<file path="src/rtl/fifo_reader.sv">
// rtl/fifo_reader.sv - FIFO read-side adapter turning a read-strobe FIFO into a valid/ready stream
//
// Purpose:
//   Issues one-word reads to a FIFO with one cycle of read latency and presents the
//   returned words on a valid/ready output stream. A two-entry buffer (head, skid)
//   absorbs the read latency, so full throughput is sustained while m_ready is high.
//   A read is only issued when the buffer is certain to have room for the returning word.
//
// Optional feature:
//   FIFO_READER_COUNT_EN - when defined, adds the words_out port and the delivered-word counter.
//
// Ports:
//   clk        - clock, rising edge
//   rst        - asynchronous active-high reset
//   enable     - permits new FIFO reads while high
//   fifo_empty - FIFO empty status, reflects all earlier reads
//   fifo_data  - FIFO read data, valid the cycle after fifo_re
//   fifo_re    - one-word FIFO read strobe
//   m_data     - output stream data (buffer head)
//   m_valid    - output stream valid
//   m_ready    - output stream ready
//   busy       - high whenever the controller is not idle
//   words_out  - delivered-word count, wraps (FIFO_READER_COUNT_EN only)

module fifo_reader #(
    parameter int DATA_SIZE = 8,
    parameter int CNT_SIZE  = 16
) (
    input  logic                 clk,
    input  logic                 rst,
    input  logic                 enable,
    input  logic                 fifo_empty,
    input  logic [DATA_SIZE-1:0] fifo_data,
    output logic                 fifo_re,
    output logic [DATA_SIZE-1:0] m_data,
    output logic                 m_valid,
    input  logic                 m_ready,
    output logic                 busy
`ifdef FIFO_READER_COUNT_EN
    ,
    output logic [CNT_SIZE-1:0]  words_out
`endif
);

    localparam logic [1:0] IDLE  = 2'd0;
    localparam logic [1:0] RUN   = 2'd1;
    localparam logic [1:0] DRAIN = 2'd2;

    logic [1:0]           state;
    logic [1:0]           state_next;
    logic [1:0]           occ;
    logic                 inflight;
    logic [DATA_SIZE-1:0] head;
    logic [DATA_SIZE-1:0] skid;

    logic                 pop;
    logic                 cap;
    logic [2:0]           fill_after_pop;

    assign m_valid = (occ != 2'd0);
    assign m_data  = head;
    assign busy    = (state != IDLE);

    assign pop = m_valid & m_ready;
    assign cap = inflight;

    // Buffer entries committed once this cycle's pop is taken into account; pop
    // implies occ >= 1, so this never underflows.
    assign fill_after_pop = {1'b0, occ} + {2'b00, inflight} - {2'b00, pop};

    // Reads are only issued in RUN: IDLE and DRAIN never start new reads.
    assign fifo_re = enable & ~fifo_empty & (state == RUN) & (fill_after_pop < 3'd2);

    always_comb begin
        state_next = state;
        case (state)
            IDLE: begin
                if (enable) begin
                    state_next = RUN;
                end
            end
            RUN: begin
                if (!enable) begin
                    state_next = ((occ != 2'd0) || inflight) ? DRAIN : IDLE;
                end
            end
            DRAIN: begin
                if (enable) begin
                    state_next = RUN;
                end else if ((occ == 2'd0) && !inflight) begin
                    state_next = IDLE;
                end
            end
            default: state_next = IDLE;
        endcase
    end

    always_ff @(posedge clk or posedge rst) begin
        if (rst) begin
            state    <= IDLE;
            inflight <= 1'b0;
        end else begin
            state    <= state_next;
            inflight <= fifo_re;
        end
    end

    // Two-entry buffer. On a pop the skid word moves to head on the same edge; a
    // returning word lands in the first free slot after the pop is accounted for.
    always_ff @(posedge clk or posedge rst) begin
        if (rst) begin
            occ  <= 2'd0;
            head <= '0;
            skid <= '0;
        end else begin
            case ({pop, cap})
                2'b11: begin
                    if (occ == 2'd1) begin
                        head <= fifo_data;
                    end else begin
                        head <= skid;
                        skid <= fifo_data;
                    end
                end
                2'b10: begin
                    head <= skid;
                    occ  <= occ - 2'd1;
                end
                2'b01: begin
                    if (occ == 2'd0) begin
                        head <= fifo_data;
                    end else begin
                        skid <= fifo_data;
                    end
                    occ <= occ + 2'd1;
                end
                default: begin
                end
            endcase
        end
    end

`ifdef FIFO_READER_COUNT_EN
    always_ff @(posedge clk or posedge rst) begin
        if (rst) begin
            words_out <= '0;
        end else if (pop) begin
            words_out <= words_out + 1'b1;
        end
    end
`endif

endmodule

</file>
<file path="config.mk">
export PLATFORM = sky130hd
export DESIGN_NAME = fifo_reader
export DESIGN_NICKNAME = d
export VERILOG_FILES = /design/src/rtl/fifo_reader.sv
export SDC_FILE = /design/constraint.sdc
export NUM_CORES = 1
export LEC_CHECK = 0
export CAP_MARGIN = 25
export CORE_AREA = 2 2 50 52
export CTS_CLUSTER_SIZE = 30
export DETAILED_ROUTE_END_ITERATION = 10
export DIE_AREA = 0 0 52 54
export DONT_BUFFER_PORTS = 1
export GPL_ROUTABILITY_DRIVEN = 0
export PLACE_DENSITY = 0.69
export SLEW_MARGIN = 20
export SYNTH_ARGS = -nofsm -noshare
export SYNTH_HDL_FRONTEND = slang
export SYNTH_SLANG_ARGS = --single-unit
</file>
<file path="constraint.sdc">
create_clock -name clk -period 2.2 [get_ports clk]
set_input_delay 0.22 -clock clk [delete_from_list [all_inputs] [get_ports clk]]
set_output_delay 0.22 -clock clk [all_outputs]
set_load 0.01 [all_outputs]
</file>
==> flow_summary.json <==
{
  "outcome": "finished, violations left",
  "violations": "negative setup slack",
  "die_w_um": 52,
  "timing.fmax_mhz": 405.2,
  "cts_tree": "built",
  "postRouteWirelength_mm": 2.353,
  "avgSynthCellArea_um2": 12.54,
  "antenna_found_initial": 0,
  "initial_util_pct": 49.73,
  "largest_net_degree_at_the_start_of_global_routing": 22,
  "worst_r2r_dst": "cap",
  "place.detailed.hpwl_mm": 1.577,
  "cp_data_required_time_ns": 1.98,
  "global_route.usage.total_pct": 18.77,
  "numCtsBuffers": 3,
  "num_vias": 812,
  "final_hold_viol_count": 0,
  "critical_path_class": "flop to output pin",
  "cellPowerDensity_nw_per_um2": 1368,
  "timing.critical_path.arrival_ns": 2.25,
  "final_max_slew_viol_count": 0,
  "remaining_global_route_overflow": 0,
  "synth_sequential_area_ratio_pct": 45.55,
  "antenna_cells": 0,
  "crit_buf_inv": 1,
  "grt_first_pass_wirelength_mm": 3.712,
  "finalSetupTns_ns": -0.2680,
  "worst_setup_path_startpoint": "occ[1]",
  "setup_slack_ns": -0.2680,
  "critical_path_peak_fanout": 2,
  "r2r_cells": 8,
  "slowest_delay_ns": 0.51,
  "fin_worst_hold_slack_ns": 0.04287,
  "cts.sinks": 21,
  "grt_pass1_vias": 805,
  "worstPathCellList": "inv_2, ha_4, nand2b_4, ha_4, nand2b_4, fa_2, nand4b_1, nor3_4",
  "ctsRootBufferMaster": "sky130_fd_sc_hd__clkbuf_4",
  "die_area_um2": 2808,
  "drtIter0Drc": 14,
  "postRouteAntennaNets": 0,
  "floorplan.core_area_um2": 2320,
  "top_level_ports": 24,
  "final_layout_size_suffix_gt1_share_pct": 33.01,
  "cts-htree-levels": 1,
  "critical_path_depth": 8,
  "cp-endpoint": "fifo_re",
  "timing.final.crit_period_ns": 2.468,
  "synth_cell_type_count": 26,
  "rows": 18,
  "worst_setup_hold_path_clk_slew_ns": 0.12,
  "cell_class_contributing_the_biggest_share_of_worst_path_delay": "adder cells",
  "fin_crit_sh_pct": 112.2,
  "routed_vias_inst": 6.105,
  "hp-class": "input port to flop",
  "relSlewSlack_pct": 46.58,
  "wire_per_inst_um": 17.69,
  "worst_pin_slew_ns": 0.8005,
  "area_delta_synth_final_pct": 15.29,
  "crit_path_top_delay_cell": "sky130_fd_sc_hd__fa_2",
  "route.detailed.drc": 0,
  "grt_setup_unrepaired": "true",
  "ff2ff_setup_slack_ns": 0.18,
  "mappedNetlistNets": 110,
  "die_ht_um": 54,
  "final_core_utilization_pct": 57.34,
  "firstDrtPassIters": 4,
  "totalPowerFinal_mw": 1.820,
  "io_buffer_count": 0,
  "ys_seq_elements": 21,
  "clk-insertion-delay-late_ns": 0.31,
  "setup_viol_count_final": 1,
  "finalClockSkew_ns": 0.001183,
  "start_kind": "flop",
  "timing.max_cap.violations": 0,
  "nNetsFinal": 122,
  "synth.cell_area_um2": 1154,
  "yosys_warnings": 0,
  "timing.rr.start": "occ[1]",
  "total_leakage_power_nw": 0.5882,
  "max-vdd-ir-drop_mv": 0.7064,
  "synthCells": 92,
  "clockBufferDepth": 2,
  "end_kind": "output pin"
}
==> cell usage in the layout (no fill, tap or decap) <==
cell type                       count
sky130_fd_sc_hd__nor3b_2            1
sky130_fd_sc_hd__clkinv_2           1
sky130_fd_sc_hd__nand2b_4           2
sky130_fd_sc_hd__buf_4             10
sky130_fd_sc_hd__a211oi_1           1
sky130_fd_sc_hd__dfrtp_1           21
sky130_fd_sc_hd__a21oi_2            1
sky130_fd_sc_hd__ha_4               2
sky130_fd_sc_hd__a22o_1             8
sky130_fd_sc_hd__fa_2               1
sky130_fd_sc_hd__inv_1              2
sky130_fd_sc_hd__clkbuf_4           3
sky130_fd_sc_hd__a221o_1            8
sky130_fd_sc_hd__a21oi_1            8
sky130_fd_sc_hd__inv_2              2
sky130_fd_sc_hd__nand2_1            1
sky130_fd_sc_hd__or2_2              1
sky130_fd_sc_hd__nand4b_1           1
sky130_fd_sc_hd__a21boi_0           1
sky130_fd_sc_hd__a311oi_4           1
sky130_fd_sc_hd__o21ai_0            2
sky130_fd_sc_hd__ha_1               2
sky130_fd_sc_hd__nor3_4             1
sky130_fd_sc_hd__xnor2_1            1
sky130_fd_sc_hd__xor2_1             2
sky130_fd_sc_hd__mux2i_1            9
sky130_fd_sc_hd__mux2_2             8
sky130_fd_sc_hd__dlygate4sd3_1      2
==> metrics by stage <==
step	cells	cell area [um^2]	setup WS, ns
6_report	133	1330	-0.2680
5_1_grt	133	1330	-0.3645
4_1_cts	133	1324	-0.2779
3_5_place_dp	125	1249	-0.01642
3_3_place_gp	125	1249	0.04138
2_1_floorplan	92	1199	-0.1949
==> worst min path at each step <==
stage	startpoint	endpoint	slack [ns]	cells past startpoint
floorplan	rst	cap	0.20	1
global placement	enable	state[1]	0.29	1
detailed placement	enable	state[1]	0.30	1
CTS	enable	state[0]	0.03	1
global route	fifo_data[2]	skid[2]	0.04	1
finish	enable	state[0]	0.04	1
==> cell usage after synthesis <==
library cell | n | area, um^2
sky130_fd_sc_hd__inv_1 | 4 | 15.01
sky130_fd_sc_hd__ha_1 | 4 | 50.05
sky130_fd_sc_hd__xor2_1 | 2 | 17.52
sky130_fd_sc_hd__a311oi_4 | 1 | 26.28
sky130_fd_sc_hd__mux2i_1 | 9 | 90.09
sky130_fd_sc_hd__nor3_1 | 1 | 5.000
sky130_fd_sc_hd__a22o_1 | 8 | 70.07
sky130_fd_sc_hd__a21oi_2 | 1 | 8.760
sky130_fd_sc_hd__or2_2 | 1 | 6.260
sky130_fd_sc_hd__nand2b_1 | 2 | 12.51
sky130_fd_sc_hd__o21ai_0 | 2 | 10.01
sky130_fd_sc_hd__clkbuf_8 | 1 | 13.76
sky130_fd_sc_hd__nor3b_2 | 1 | 12.51
sky130_fd_sc_hd__a21oi_1 | 8 | 40.04
sky130_fd_sc_hd__clkbuf_1 | 2 | 7.510
sky130_fd_sc_hd__mux2_2 | 8 | 90.09
sky130_fd_sc_hd__dfrtp_1 | 21 | 525.5
sky130_fd_sc_hd__a211oi_1 | 1 | 7.510
sky130_fd_sc_hd__buf_2 | 1 | 5.000
sky130_fd_sc_hd__xnor2_1 | 1 | 8.760
sky130_fd_sc_hd__buf_6 | 1 | 11.26
sky130_fd_sc_hd__a21boi_0 | 1 | 7.510
sky130_fd_sc_hd__nand4b_1 | 1 | 8.760
sky130_fd_sc_hd__nand2_1 | 1 | 3.750
sky130_fd_sc_hd__fa_1 | 1 | 20.02
sky130_fd_sc_hd__a221o_1 | 8 | 80.08
==> registers in the layout, summed over array words and instances (netlist names) <==
| name | flops |
|---|---|
| state | 2 |
| m_data | 8 |
| cap | 1 |
| skid | 8 |
| occ | 2 |
==> report_power, final <==
| group | total [mW] | switching [mW] | internal, mW |
|---|---|---|---|
| logic | 0.943 | 0.455 | 0.488 |
| registers | 0.686 | 0.142 | 0.544 |
| clock network | 0.191 | 0.123 | 0.0679 |
==> per-layer routing <==
metal  share of wire (%)  global-route usage [%]  wire length [um]
met1                  42                   22.71               980
met5                   0                       0                 0
met3                 7.1                   5.556               168
met4                0.64                   9.211                15
met2                  50                   30.59              1188
==> kinds of logic after synthesis <==
group                    Yosys count  synth area share, %
AND/OR/NAND/NOR                    7                4.229
XOR/XNOR                           3                2.278
adder cells (fa/ha/maj)            5                6.074
flip-flops                        21                45.55
buffers and inverters              9                4.554
multiplexers                      17                15.62
AO/OA/AOI/OAI                     30                21.69
==> layout make-up <==
| class | count | area, um^2 |
|---|---|---|
| clock buffer | 3 | 22.52 |
| sequential | 21 | 525.5 |
| timing repair buffer | 12 | 95.09 |
| tap | 30 | 37.54 |
| clock inverter | 1 | 5.005 |
| inverter | 4 | 15.01 |
| fill | 203 | 989.7 |
| multi-input combinational | 62 | 629.4 |
==> repair_timing <==
action | 4_1_cts | 5_1_grt
pin swaps | 2 | 0
endpoints found under the hold margin | 22 | 0
hold buffers | 2 | 0
buffers inserted | 2 | 0
setup endpoints to repair | 1 | 1
resized for setup | 3 | 1
(Power assumes the default switching activity.)
